<file path="src/rtl/flash_i2c_define.sv">
// flash_i2c_define -- shared definitions for the I2C register master.
//   - default prescaler and target address constants
//   - FSM state encoding
//   - busLevels(): open-drain drive pattern {scl_oe, sda_oe} for a
//     given state / quarter-phase / outgoing data bit
package flash_i2c_define;

  localparam int         DEFAULT_CLK_DIV  = 125;
  localparam logic [6:0] DEFAULT_DEV_ADDR = 7'h3C;

  typedef enum logic [2:0] {
    IDLE,
    START,
    TX_BYTE,
    RX_ACK,
    RSTART,
    RX_BYTE,
    TX_NACK,
    STOP
  } i2cState_t;

  // Quarter numbering inside one bit slot: 0,1 = SCL low; 2,3 = SCL high.
  // Returns {sclOe, sdaOe}; a 1 pulls the line low.
  function automatic logic [1:0] busLevels(i2cState_t st, logic [1:0] q, logic txBit);
    logic [1:0] lv;
    lv = 2'b00;
    case (st)
      IDLE:    lv = 2'b00;
      // SCL stays high; SDA falls halfway through.
      START:   lv = {1'b0, q[1]};
      TX_BYTE: lv = {~q[1], ~txBit};
      RX_ACK,
      RX_BYTE,
      TX_NACK: lv = {~q[1], 1'b0};
      // Coming out of an ACK slot SCL is high: drop SCL once so SDA can be
      // released, raise SCL, then pull SDA low while SCL is high.
      RSTART:  lv = {(q == 2'd0), q[1]};
      // Hold SDA low across the SCL rise, then release SDA while SCL is high.
      STOP:    lv = {(q == 2'd0), ~q[1]};
      default: lv = 2'b00;
    endcase
    return lv;
  endfunction

endpackage

</file>
<file path="src/rtl/i2c_quarter_tick.sv">
// i2c_quarter_tick -- CLK_DIV prescaler for the I2C bit timing.
//   clk   in  system clock
//   rst_n in  asynchronous active-low reset
//   en    in  count enable; while low the prescaler is held at zero so the
//             first quarter after enabling is a full CLK_DIV cycles long
//   tick  out one-cycle pulse on the last clk cycle of every quarter-phase
module i2c_quarter_tick
  import flash_i2c_define::*;
#(
  parameter int CLK_DIV = DEFAULT_CLK_DIV
) (
  input  logic clk,
  input  logic rst_n,
  input  logic en,
  output logic tick
);

  localparam int CW = $clog2(CLK_DIV);

  logic [CW-1:0] divCnt;

  assign tick = en && (divCnt == CW'(CLK_DIV - 1));

  always_ff @(posedge clk or negedge rst_n) begin
    if (!rst_n) begin
      divCnt <= '0;
    end else if (!en || tick) begin
      divCnt <= '0;
    end else begin
      divCnt <= divCnt + 1'b1;
    end
  end

endmodule

</file>
<file path="src/rtl/i2c_reg_master.sv">
// i2c_reg_master -- single-register I2C write/read master.
//   clk      in  system clock
//   rst_n    in  asynchronous active-low reset
//   start    in  one-cycle request, accepted only in IDLE
//   rw       in  0 = register write, 1 = register read (sampled with start)
//   reg_addr in  register address (sampled with start)
//   wdata    in  write data (sampled with start)
//   busy     out transaction in progress
//   done     out one-cycle completion pulse
//   ack_err  out a target ACK slot was read high (valid with done)
//   rdata    out last successfully read byte
//   scl_oe   out 1 = pull SCL low
//   sda_oe   out 1 = pull SDA low
//   sda_i    in  synchronised SDA line level
module i2c_reg_master
  import flash_i2c_define::*;
#(
  parameter int         CLK_DIV  = DEFAULT_CLK_DIV,
  parameter logic [6:0] DEV_ADDR = DEFAULT_DEV_ADDR
) (
  input  logic       clk,
  input  logic       rst_n,
  input  logic       start,
  input  logic       rw,
  input  logic [7:0] reg_addr,
  input  logic [7:0] wdata,
  output logic       busy,
  output logic       done,
  output logic       ack_err,
  output logic [7:0] rdata,
  output logic       scl_oe,
  output logic       sda_oe,
  input  logic       sda_i
);

  i2cState_t  state;
  logic [1:0] quarter;
  logic [2:0] bitCnt;
  logic [7:0] shiftReg;
  logic [1:0] byteIdx;     // 0 = address(W), 1 = register, 2 = data / address(R)
  logic       rwLat;
  logic [7:0] regAddrLat;
  logic [7:0] wdataLat;
  logic       ackBit;
  logic       readOk;
  logic       tick;
  logic       tickEn;

  assign tickEn = (state != IDLE);

  i2c_quarter_tick #(.CLK_DIV(CLK_DIV)) uQuarterTick (
    .clk   (clk),
    .rst_n (rst_n),
    .en    (tickEn),
    .tick  (tick)
  );

  always_ff @(posedge clk or negedge rst_n) begin
    if (!rst_n) begin
      state      <= IDLE;
      quarter    <= 2'd0;
      bitCnt     <= 3'd0;
      shiftReg   <= 8'h00;
      byteIdx    <= 2'd0;
      rwLat      <= 1'b0;
      regAddrLat <= 8'h00;
      wdataLat   <= 8'h00;
      ackBit     <= 1'b0;
      readOk     <= 1'b0;
      busy       <= 1'b0;
      done       <= 1'b0;
      ack_err    <= 1'b0;
      rdata      <= 8'h00;
      scl_oe     <= 1'b0;
      sda_oe     <= 1'b0;
    end else begin
      done <= 1'b0;
      // Bus drive is a registered decode of the current phase; every quarter
      // is shifted uniformly by one clk, so quarter lengths are unaffected.
      {scl_oe, sda_oe} <= busLevels(state, quarter, shiftReg[7]);

      if (state == IDLE) begin
        // A start coinciding with the done pulse is dropped.
        if (start && !done) begin
          rwLat      <= rw;
          regAddrLat <= reg_addr;
          wdataLat   <= wdata;
          ack_err    <= 1'b0;
          readOk     <= 1'b0;
          busy       <= 1'b1;
          quarter    <= 2'd0;
          bitCnt     <= 3'd0;
          byteIdx    <= 2'd0;
          state      <= START;
        end
      end else if (tick) begin
        quarter <= quarter + 2'd1;
        case (state)
          START: begin
            if (quarter == 2'd3) begin
              shiftReg <= {DEV_ADDR, 1'b0};
              state    <= TX_BYTE;
            end
          end
          TX_BYTE: begin
            if (quarter == 2'd3) begin
              shiftReg <= {shiftReg[6:0], 1'b0};
              bitCnt   <= bitCnt + 3'd1;
              if (bitCnt == 3'd7) state <= RX_ACK;
            end
          end
          RX_ACK: begin
            if (quarter == 2'd2) begin
              ackBit <= sda_i;
            end else if (quarter == 2'd3) begin
              if (ackBit) begin
                ack_err <= 1'b1;
                state   <= STOP;
              end else begin
                case (byteIdx)
                  2'd0: begin
                    byteIdx  <= 2'd1;
                    shiftReg <= regAddrLat;
                    state    <= TX_BYTE;
                  end
                  2'd1: begin
                    if (rwLat) begin
                      state <= RSTART;
                    end else begin
                      byteIdx  <= 2'd2;
                      shiftReg <= wdataLat;
                      state    <= TX_BYTE;
                    end
                  end
                  default: state <= rwLat ? RX_BYTE : STOP;
                endcase
              end
            end
          end
          RSTART: begin
            if (quarter == 2'd3) begin
              byteIdx  <= 2'd2;
              shiftReg <= {DEV_ADDR, 1'b1};
              state    <= TX_BYTE;
            end
          end
          RX_BYTE: begin
            if (quarter == 2'd2) begin
              shiftReg <= {shiftReg[6:0], sda_i};
            end else if (quarter == 2'd3) begin
              bitCnt <= bitCnt + 3'd1;
              if (bitCnt == 3'd7) begin
                readOk <= 1'b1;
                state  <= TX_NACK;
              end
            end
          end
          TX_NACK: begin
            if (quarter == 2'd3) state <= STOP;
          end
          STOP: begin
            if (quarter == 2'd3) begin
              state <= IDLE;
              busy  <= 1'b0;
              done  <= 1'b1;
              if (readOk) rdata <= shiftReg;
            end
          end
          default: state <= IDLE;
        endcase
      end
    end
  end

endmodule

</file>
<file path="config.mk">
export PLATFORM = sky130hd
export DESIGN_NAME = i2c_reg_master
export DESIGN_NICKNAME = d
export VERILOG_FILES = /design/src/rtl/flash_i2c_define.sv /design/src/rtl/i2c_quarter_tick.sv /design/src/rtl/i2c_reg_master.sv
export SDC_FILE = /design/constraint.sdc
export NUM_CORES = 1
export LEC_CHECK = 0
export ABC_AREA = 1
export CORE_UTILIZATION = 40
export DETAILED_ROUTE_END_ITERATION = 10
export SLEW_MARGIN = 20
export SYNTH_ARGS = -nofsm -noshare
export SYNTH_HDL_FRONTEND = slang
export SYNTH_SLANG_ARGS = --single-unit
</file>
<file path="constraint.sdc">
create_clock -name clk -period 1.9 [get_ports clk]
set_input_delay 0.19 -clock clk [delete_from_list [all_inputs] [get_ports clk]]
set_output_delay 0.19 -clock clk [all_outputs]
set_load 0.02 [all_outputs]
</file>
==> impl_metrics.env <==
export IMPL_port_buffers=33
export IMPL_hold_violations=0
export IMPL_hold_path_class="in2async"
export IMPL_grt_use_total=0.191
export IMPL_power_density_nw_per_um2=1220
export IMPL_hpwl_mm=4.88
export IMPL_ys_ff_latch=57
export IMPL_cp_cell_sequence="inv_2, ha_1, inv_1, nor2_1, nand3_1, nand3_1, nand2_1"
export IMPL_grt_pass1_wl_mm=11.1
export IMPL_syn_inst=388
export IMPL_syn_area_um2=3020
export IMPL_drv_slew=0
export IMPL_synth_cell_types=27
export IMPL_clkTransAtPathRegs_ns=0.07
export IMPL_wl_mm=6.57
export IMPL_synth_seq_area_share=0.472
export IMPL_period_needed_ns=1.71
export IMPL_maxCapViolCount=0
export IMPL_drt_drc_violations_left=0
export IMPL_grt_max_degree=39
export IMPL_place_congestion=0.939
export IMPL_clockBufferDepth=2
export IMPL_cp_end_kind="flop"
export IMPL_pin_count=34
export IMPL_yosysWarnings=0
export IMPL_finalSetupViolCount=0
export IMPL_power_mw=4.48
export IMPL_tns_ns=0
export IMPL_crit_fanout=8
export IMPL_dpl_cell_area_um2=3490
export IMPL_antenna_found_initial=0
export IMPL_htree_levels=3
export IMPL_diodes=0
export IMPL_path_class="reg2reg"
export IMPL_slowest_stage="dfrtp_1"
export IMPL_max_stage_delay_ns=0.56
export IMPL_cts_tree="done"
export IMPL_cts_made_buffers=9
export IMPL_fp_dieH_um=88.9
export IMPL_post_cts_resized=0
export IMPL_avgSynthCellArea_um2=7.79
export IMPL_syn_to_final_growth_pct=21.6
export IMPL_arrival_ns=1.95
export IMPL_rows=31
export IMPL_fin_area_um2=3670
export IMPL_die_area_um2=7910
export IMPL_clkSinkCount=57
export IMPL_vias_per_cell=4.78
export IMPL_rsz0062_at_grt="no"
export IMPL_floorplan_core_area_um2=7290
export IMPL_start_kind="flop"
export IMPL_start_util=0.414
export IMPL_drive_above_1_share=0.108
export IMPL_p_leak_nw=1.88
export IMPL_cp_common_cell="nand3_1"
export IMPL_max_freq_ghz=0.583
export IMPL_finalCritPeriodShare=0.902
export IMPL_max_slew_margin=0.679
export IMPL_clk_latency_ns=0.34
export IMPL_synth_nets=417
export IMPL_first_pass_iters=4
export IMPL_worst_pin_slew_ns=0.482
export IMPL_ant_nets=0
export IMPL_wire_per_inst_um=12.3
export IMPL_clock_skew_ns=0.00991
export IMPL_required_ns=2.14
export IMPL_ir_drop_uv=582
export IMPL_stdcell_count=535
export IMPL_die_x_um=88.9
export IMPL_numPlacedInstances=519
export IMPL_cts_root_buf="clkbuf_8"
export IMPL_status="complete, no violations"
export IMPL_first_global_vias=2434
export IMPL_drt_iter0_markers=156
export IMPL_final_nets=461
export IMPL_overflow=0
export IMPL_num_vias=2559
-- path summary, 6_finish.rpt --
| path | startpoint | endpoint | cells past startpoint | slack [ns] |
|---|---|---|---|---|
| worst max-delay path | state[1] | shiftReg[6] | 7 | 0.19 |
| max in group asynchronous | rst_n | uQuarterTick.divCnt[1] | 3 | 0.99 |
| worst max register to register | state[1] | shiftReg[6] | 7 | 0.19 |
| min in group clk | wdata[1] | wdataLat[1] | 3 | 0.40 |
| worst min register to register | byteIdx[1] | byteIdx[1] | 2 | 0.48 |
| worst min-delay path | rst_n | regAddrLat[5] | 2 | 0.33 |
-- synthesized netlist by cell type --
| library cell | number | area, um2 |
|---|---|---|
| buf_4 | 2 | 15.0 |
| nor2_2 | 2 | 12.5 |
| nor3b_1 | 2 | 15.0 |
| o21ai_0 | 16 | 80.1 |
| or2_2 | 3 | 18.8 |
| nand2_4 | 3 | 33.8 |
| a21oi_1 | 12 | 60.1 |
| buf_6 | 2 | 22.5 |
| nand4_1 | 5 | 31.3 |
| o21ai_1 | 24 | 120 |
| ha_1 | 8 | 100 |
| nand2_1 | 109 | 409 |
| dfrtp_1 | 57 | 1430 |
| a31oi_1 | 1 | 6.26 |
| nor3_1 | 5 | 25.0 |
| inv_2 | 6 | 22.5 |
| buf_2 | 5 | 25.0 |
| inv_1 | 56 | 210 |
| and3_1 | 1 | 6.26 |
| clkinv_1 | 1 | 3.75 |
| nor2_1 | 16 | 60.1 |
| nor2_4 | 4 | 45.0 |
| nand3_1 | 42 | 210 |
| nand2_2 | 3 | 18.8 |
| nand3b_4 | 1 | 20.0 |
| a21oi_4 | 1 | 16.3 |
| o211ai_1 | 1 | 7.51 |
-- critical path, delay by kind of cell, from the launching register on --
kind	cells	cell delay, ns
fa+ha+maj	1	0.30
flops	1	0.56
buf+inv	2	0.22
simple gates	4	0.52
-- logic make-up after synthesis --
| kind of cell | share of synthesized area |
|---|---|
| flip-flops | 0.472 |
| buffers and inverters | 0.0990 |
| AND/OR/NAND/NOR | 0.300 |
| adder cells (fa/ha/maj) | 0.0331 |
| AO/OA/AOI/OAI | 0.0961 |
-- through the flow --
step / worst slack (ns) / utilization / hold slack, ns
5_1_grt: 0.0105 / 0.504 / 0.384
2_1_floorplan: 0.449 / - / -0.106
3_3_place_gp: 0.254 / 0.479 / 0.175
3_5_place_dp: 0.233 / 0.479 / 0.177
4_1_cts: 0.210 / 0.504 / 0.342
6_report: 0.185 / 0.504 / 0.334
-- sequential cells by signal, summed over array words and instances, names as in the netlist --
signal	flops
state	3
readOk	1
ack_err	1
wdataLat	8
scl_oe	1
regAddrLat	8
rwLat	1
quarter	2
bitCnt	3
byteIdx	2
uQuarterTick.divCnt	7
sda_oe	1
done	1
ackBit	1
rdata	8
busy	1
shiftReg	8
-- layout by cell type (no fill, tap or decap), drive strengths merged --
master,instances
nor2,22
ha,8
o21ai,40
or2,3
dlygate4sd3,1
a21oi,13
and3,1
nand3,42
clkinv,3
nor3b,2
nand3b,1
inv,62
nand2,115
clkinvlp,3
nor3,5
nand4,5
buf,9
o211ai,1
clkdlybuf4s50,32
clkbuf,10
a31oi,1
dfrtp,57
-- where the power goes --
part	internal (mW)	switching [mW]
clock network	0.495	0.491
logic	0.636	1.17
registers	1.50	0.180
total	2.63	1.84
-- area by class of cell --
cell class / count / area, um2
multi-input combinational: 259 / 1300
clock buffer: 10 / 138
inverter: 63 / 236
sequential: 57 / 1430
clock inverter: 5 / 32.5
tap: 99 / 124
timing repair buffer: 42 / 420
fill: 750 / 3620
-- repair_timing --
item,CTS,global route
hold buffers,1,0
buffers inserted,0,0
endpoints found under the hold margin,19,0
-- layer usage --
metal	part of all wire	global-route usage	wire [um]	vias to the layer above
met3	0.037	0.0388	244	11
met5	0	0	0	-
met4	0.021	0.120	138	0
met1	0.47	0.236	3090	1174
li1	-	-	-	1320
met2	0.47	0.308	3100	54
No activity file was read; power rests on OpenSTA's default activity.
